==> config.mk <==
export PLATFORM = sky130hd
export DESIGN_NAME = s4ga_stream
export DESIGN_NICKNAME = d
export VERILOG_FILES = /design/src/rtl/s4ga_stream.sv
export SDC_FILE = /design/constraint.sdc
export NUM_CORES = 1
export LEC_CHECK = 0
export ABC_CLOCK_PERIOD_IN_PS = 3450
export BUFFER_PORTS_ARGS = -buffer_cell sky130_fd_sc_hd__buf_2
export CAP_MARGIN = 20
export CELL_PAD_IN_SITES_DETAIL_PLACEMENT = 1
export CELL_PAD_IN_SITES_GLOBAL_PLACEMENT = 2
export CORE_MARGIN = 1.5
export CORE_UTILIZATION = 41
export DETAILED_ROUTE_END_ITERATION = 8
export PLACE_DENSITY = 0.89
export SYNTH_ARGS = -nofsm -noshare
export SYNTH_HDL_FRONTEND = slang
export SYNTH_SLANG_ARGS = --single-unit
export TNS_END_PERCENT = 10
==> constraint.sdc <==
create_clock -name clk -period 3.45 [get_ports clk]
set_input_delay 0.1725 -clock clk [delete_from_list [all_inputs] [get_ports clk]]
set_output_delay 0.1725 -clock clk [all_outputs]
set_load 0.05 [all_outputs]
==> src/rtl/s4ga_stream.sv <==
// s4ga_stream: streamed-LUT logic engine.
//
// A configuration stream delivers one K-input LUT frame at a time. Each frame
// holds K input-index fields followed by a truth-table mask. When the last
// mask beat arrives, the LUT is evaluated against the current LUT state and
// the result is written into a directly addressed N-entry state array.
// LUTs are updated in place, so a later frame in the same pass sees the
// values written by earlier frames.
//
// Ports:
//   clk        rising-edge clock
//   rst_n      asynchronous active-low reset
//   si         configuration segment, sampled when si_valid = 1
//   si_valid   beat accept (the block never back-pressures)
//   sof        start of frame, qualified by si_valid
//   out        registered LUT state bits [OUT_W-1:0]
//   lut_done   1-cycle pulse: a LUT was written on the previous edge
//   pass_done  1-cycle pulse: LUT N-1 was written on the previous edge
module s4ga_stream #(
    parameter int N     = 64,
    parameter int K     = 4,
    parameter int SI_W  = 4,
    parameter int OUT_W = 8
) (
    input  logic             clk,
    input  logic             rst_n,
    input  logic [SI_W-1:0]  si,
    input  logic             si_valid,
    input  logic             sof,
    output logic [OUT_W-1:0] out,
    output logic             lut_done,
    output logic             pass_done
);

    localparam int IDX_W     = $clog2(N + 2);
    localparam int IDX_SEGS  = (IDX_W + SI_W - 1) / SI_W;
    localparam int MASK_BITS = 1 << K;
    localparam int MASK_SEGS = (MASK_BITS + SI_W - 1) / SI_W;
    localparam int MAX_SEGS  = (IDX_SEGS > MASK_SEGS) ? IDX_SEGS : MASK_SEGS;
    // Shift register holds every beat of a field except the one on si now.
    localparam int SR_W      = (MAX_SEGS > 1) ? (MAX_SEGS - 1) * SI_W : 1;
    localparam int FW        = SR_W + SI_W;
    localparam int SEG_W     = $clog2(MAX_SEGS + 1);
    localparam int KC_W      = $clog2(K + 1);

    localparam logic [SEG_W-1:0] IDX_LAST  = SEG_W'(IDX_SEGS - 1);
    localparam logic [SEG_W-1:0] MASK_LAST = SEG_W'(MASK_SEGS - 1);
    localparam logic [KC_W-1:0]  K_MASK    = KC_W'(K);
    localparam logic [IDX_W-1:0] IDX_ONE   = {IDX_W{1'b1}};
    localparam logic [IDX_W-1:0] IDX_CHAIN = {{(IDX_W - 1){1'b1}}, 1'b0};
    localparam logic [IDX_W-1:0] N_LAST    = IDX_W'(N - 1);

    logic [N-1:0]     luts_q, luts_d;
    logic             q_q, q_d;
    logic [K-1:0]     ins_q, ins_d;
    logic [SR_W-1:0]  sr_q, sr_d;
    logic [IDX_W-1:0] n_q, n_d;
    logic [KC_W-1:0]  k_q, k_d;
    logic [SEG_W-1:0] seg_q, seg_d;
    logic             lut_done_q, lut_done_d;
    logic             pass_done_q, pass_done_d;

    // Effective position of the beat on si: sof forces the first-beat state.
    logic [KC_W-1:0]  cur_k;
    logic [SEG_W-1:0] cur_seg;
    logic [IDX_W-1:0] cur_n;
    logic [K-1:0]     cur_ins;

    logic [FW-1:0]        field;
    logic [IDX_W-1:0]     idx;
    logic [MASK_BITS-1:0] mask;
    logic                 dec_bit;
    logic                 lut_v;

    assign cur_k   = sof ? '0 : k_q;
    assign cur_seg = sof ? '0 : seg_q;
    assign cur_n   = sof ? '0 : n_q;
    assign cur_ins = sof ? '0 : ins_q;

    // The final beat of a field is used combinationally from si.
    assign field = {sr_q, si};
    assign idx   = field[IDX_W-1:0];
    assign mask  = field[MASK_BITS-1:0];
    assign lut_v = mask[cur_ins];

    // Index decode: two top codes are constant-1 and the chained q output,
    // in-range codes read the LUT array, anything else reads as 0.
    always_comb begin
        dec_bit = 1'b0;
        if (idx == IDX_ONE) begin
            dec_bit = 1'b1;
        end else if (idx == IDX_CHAIN) begin
            dec_bit = q_q;
        end else begin
            for (int i = 0; i < N; i++) begin
                if (idx == IDX_W'(i)) dec_bit = luts_q[i];
            end
        end
    end

    always_comb begin
        luts_d      = luts_q;
        q_d         = q_q;
        ins_d       = ins_q;
        sr_d        = sr_q;
        n_d         = n_q;
        k_d         = k_q;
        seg_d       = seg_q;
        lut_done_d  = 1'b0;
        pass_done_d = 1'b0;
        if (si_valid) begin
            sr_d  = field[SR_W-1:0];
            n_d   = cur_n;
            ins_d = cur_ins;
            k_d   = cur_k;
            seg_d = cur_seg + 1'b1;
            if (cur_k == K_MASK) begin
                if (cur_seg == MASK_LAST) begin
                    for (int i = 0; i < N; i++) begin
                        if (cur_n == IDX_W'(i)) luts_d[i] = lut_v;
                    end
                    q_d        = lut_v;
                    k_d        = '0;
                    seg_d      = '0;
                    lut_done_d = 1'b1;
                    if (cur_n == N_LAST) begin
                        n_d         = '0;
                        pass_done_d = 1'b1;
                    end else begin
                        n_d = cur_n + 1'b1;
                    end
                end
            end else if (cur_seg == IDX_LAST) begin
                // Field 0 enters first and ends up as the mask address MSB.
                ins_d = {cur_ins[K-2:0], dec_bit};
                k_d   = cur_k + 1'b1;
                seg_d = '0;
            end
        end
    end

    always_ff @(posedge clk or negedge rst_n) begin
        if (!rst_n) begin
            luts_q      <= '0;
            q_q         <= 1'b0;
            ins_q       <= '0;
            sr_q        <= '0;
            n_q         <= '0;
            k_q         <= '0;
            seg_q       <= '0;
            lut_done_q  <= 1'b0;
            pass_done_q <= 1'b0;
        end else begin
            luts_q      <= luts_d;
            q_q         <= q_d;
            ins_q       <= ins_d;
            sr_q        <= sr_d;
            n_q         <= n_d;
            k_q         <= k_d;
            seg_q       <= seg_d;
            lut_done_q  <= lut_done_d;
            pass_done_q <= pass_done_d;
        end
    end

    assign out       = luts_q[OUT_W-1:0];
    assign lut_done  = lut_done_q;
    assign pass_done = pass_done_q;

endmodule

==> impl_results.md <==
- Cts repair resizes: 0
- DRT Wirelength: 15100 um
- Initial antenna violation count: 0
- Routability cong.: 0.8478
- Largest family of logic cells by synthesized area: multiplexers
- HPWL Detailed: 10220 um
- Period minus WS final: 2.886 ns
- Synth Flop Type: dfrtp_1
- Total power: 2.633 mW
- Slowest CP cell: nor4b_2
- Worst EP arrival: 3.13 ns
- Die span in y: 120.6 um
- Setup Skew: 0.008010 ns
- Kind of critical path: flip-flop to flip-flop
- CTS HTree Levels: 3
- Synth Area in Simple Gates: 14.89%
- Hold crit path type: input pin to flip-flop
- Peak supply drop: 0.0004043 V
- Synthesized instance count: 559
- RSZ-0062 raised after global routing: no
- First DRT Iteration DRCs: 247
- Syn nets: 577
- Core ar.: 13350 sq um
- Register area: 2402 sq um
- Clock Path Buffers: 2
- Largest net degree at the start of global routing: 66
- Post-CTS setup buffer count: 0
- Leakage: 2.650 nW
- Worst-path clk slew: 0.06 ns
- Critical R2R Launch: seg_q[0]$_DFFE_PN0P_
- Status: finished clean
- Synth Area in XOR/XNOR: 0.1545%
- Asr flop ratio synth: 100.0%
- TritonRoute pass-1 iters: 5
- TNS Setup: 0 ns
- Yosys top cell by area: dfrtp_1
- Area of the mapped netlist: 5670 sq um
- Crit start category: flip-flop
- WL per Instance: 20.60 um
- CTS tree: done
- Yosys Warn Count: 0
- Seq/Total Area, Yosys: 42.37%
- Cell count of the worst reg-to-reg path: 10
- CP delay by family, top: simple AND/OR/NAND/NOR gates
- Worst Path Buf+Inv: 1
- Die footprint: 14540 sq um
- Post-synth EDFFs: 0
- Nature of the critical path endpoint: flip-flop
- Reg-to-reg endpoint: luts_q[26]$_DFFE_PN0P_
- Seq cells post-synth: 96
- Synth top area cells: dfrtp_1, mux2_2, nor2_1
- # DRC: 0
- GRT overflow: 0
- Worst slew pin tran: 0.9121 ns
- Overall Global Routing Usage: 22.26%
- Synth-to-layout area growth: 7.833%
- Global-route wire length before repair: 24990 um
- Max-slew violations: 0
- Period utilization: 83.64%
- CTS buffer count: 9
- Port Buffer Count: 17
- Fin. Hold Viols: 0
- Worst R2R Setup Slack: 0.56 ns
- Clock Latency Late Sink: 0.36 ns
- Hold_sp: sof
- Fmax: 346.5 MHz
- Max FO, Critical Path: 8
- Hold path cells: 3
- Synth cell types: 60
- Starting Density: 42.48%
- Num rows: 42
- Fillers: 1522
- Final ANT Viol Nets: 0
- Multi-input combinational cell area: 2940 sq um
- Post-synthesis mux area share: 21.58%
- Synth Area in Compound Gates: 12.89%
- Worst Hold Path EP: k_q[0]$_DFFE_PN0P_
- # setup viols final: 0
- Final net count: 570
- Root Buffer: clkbuf_16
- Syn_area_per_cell: 10.14 sq um
- Slowest stage delay, CP: 0.54 ns
- Max-capacitance violation count: 0
- Synth Area in Adders: 2.207%
- Pwr Density: 430.6 nW/um^2
- Ports: 18
- Rel. slew slack: 39.01%
- Top-area cell type share of the netlist area: 42.37%
- CP Data Required Time: 3.69 ns
- Via density: 5.891
- Vias in the first global route: 4438
- Via Count: 4318
- Number of diodes: 0
- Crit-path cells: nor2b_1, ha_1, ha_1, inv_1, nor2_2, nand2_1, nor4b_2, nand2_1, nor2_1, mux2_2
- Hold-fix buffers, CTS: 1
- DIE WIDTH: 120.6 um
- Share of cells above drive strength 1: 24.60%
- TritonCTS sink count: 96
flip-flops by register name, summed over array words and instances (netlist names):
signal	count
ins_q	4
k_q	3
lut_done	1
luts_q	64
n_q	7
pass_done	1
q_q	1
seg_q	3
sr_q	12
Yosys cell counts, drive strengths merged (9+ instances only):
cell type / n
nand3: 9
nand2: 39
mux2: 87
nor2b: 11
dfrtp: 96
a21oi: 15
nand2b: 15
inv: 19
o21ai: 27
ha: 10
clkbuf: 19
mux2i: 9
nor2: 80
o22ai: 9
buf: 26
stage by stage:
step	utilization, %	hold WS [ns]	instance area (sq um)	setup WS, ns	instances
3_5_place_dp	43.37	0.1343	5789	0.5519	716
5_1_grt	45.81	0.2781	6115	0.2542	733
4_1_cts	45.81	0.2563	6115	0.5236	733
2_1_floorplan	-	-0.1231	5670	0.8636	559
3_3_place_gp	43.37	0.1220	5789	0.6743	716
6_report	45.81	0.2573	6115	0.5643	733
worst reg2reg max path, delay by kind of cell (launching register included):
kind | cells | cell delay (ns)
adder cells (fa/ha/maj) | 2 | 0.39
buffers and inverters | 1 | 0.05
flip-flops | 1 | 0.34
multiplexers | 1 | 0.35
AND/OR/NAND/NOR | 6 | 1.63
cells by family after synthesis:
family / after synthesis
AO/OA/AOI/OAI: 107
AND/OR/NAND/NOR: 181
buffers and inverters: 64
multiplexers: 100
XOR/XNOR: 1
adder cells (fa/ha/maj): 10
flip-flops: 96
power by group:
part	internal, mW	total [mW]	leakage, nW	switching (mW)
Clock	0.655	1.09	0.154	0.433
Combinational	0.125	0.340	1.19	0.215
Sequential	1.16	1.20	1.31	0.0415
layout make-up:
cell class	count	share of cell area [%]
Multi-Input combinational cell	399	48.09
Sequential cell	96	39.29
Timing Repair Buffer	27	2.701
Clock buffer	13	4.092
Tap cell	176	3.601
Inverter	19	1.166
Clock inverter	3	1.064
routing by layer:
layer | vias to the layer above | wire length (um) | track usage, %
met5 | - | 0 | 0
li1 | 1953 | - | -
met4 | 0 | 289 | 7.794
met2 | 120 | 7346 | 35.83
met1 | 2228 | 6788 | 29.87
met3 | 17 | 675 | 4.528
placed cells by master (no fill, tap or decap), drive strengths merged, types with 6 or more instances in the layout:
master / n
mux2: 87
mux2i: 9
nand3: 9
o22ai: 9
inv: 19
nor2: 80
a22oi: 8
nand2b: 15
dfrtp: 96
o21ai: 27
clkbuf: 13
nor2b: 11
ha: 10
a21oi: 15
nand2: 39
o31ai: 6
nor3: 7
buf: 26
worst max path at each step:
| stage | endpoint | from | depth (start not counted) |
|---|---|---|---|
| 6_report | luts_q[26]$_DFFE_PN0P_ | seg_q[0]$_DFFE_PN0P_ | 10 |
| 5_1_grt | luts_q[43]$_DFFE_PN0P_ | seg_q[0]$_DFFE_PN0P_ | 10 |
| 4_1_cts | luts_q[26]$_DFFE_PN0P_ | seg_q[0]$_DFFE_PN0P_ | 10 |
| 3_5_place_dp | luts_q[26]$_DFFE_PN0P_ | sof | 11 |
| 3_3_place_gp | luts_q[26]$_DFFE_PN0P_ | sof | 11 |
| 2_1_floorplan | luts_q[6]$_DFFE_PN0P_ | sof | 12 |
Power figures use the tool's default switching activity.
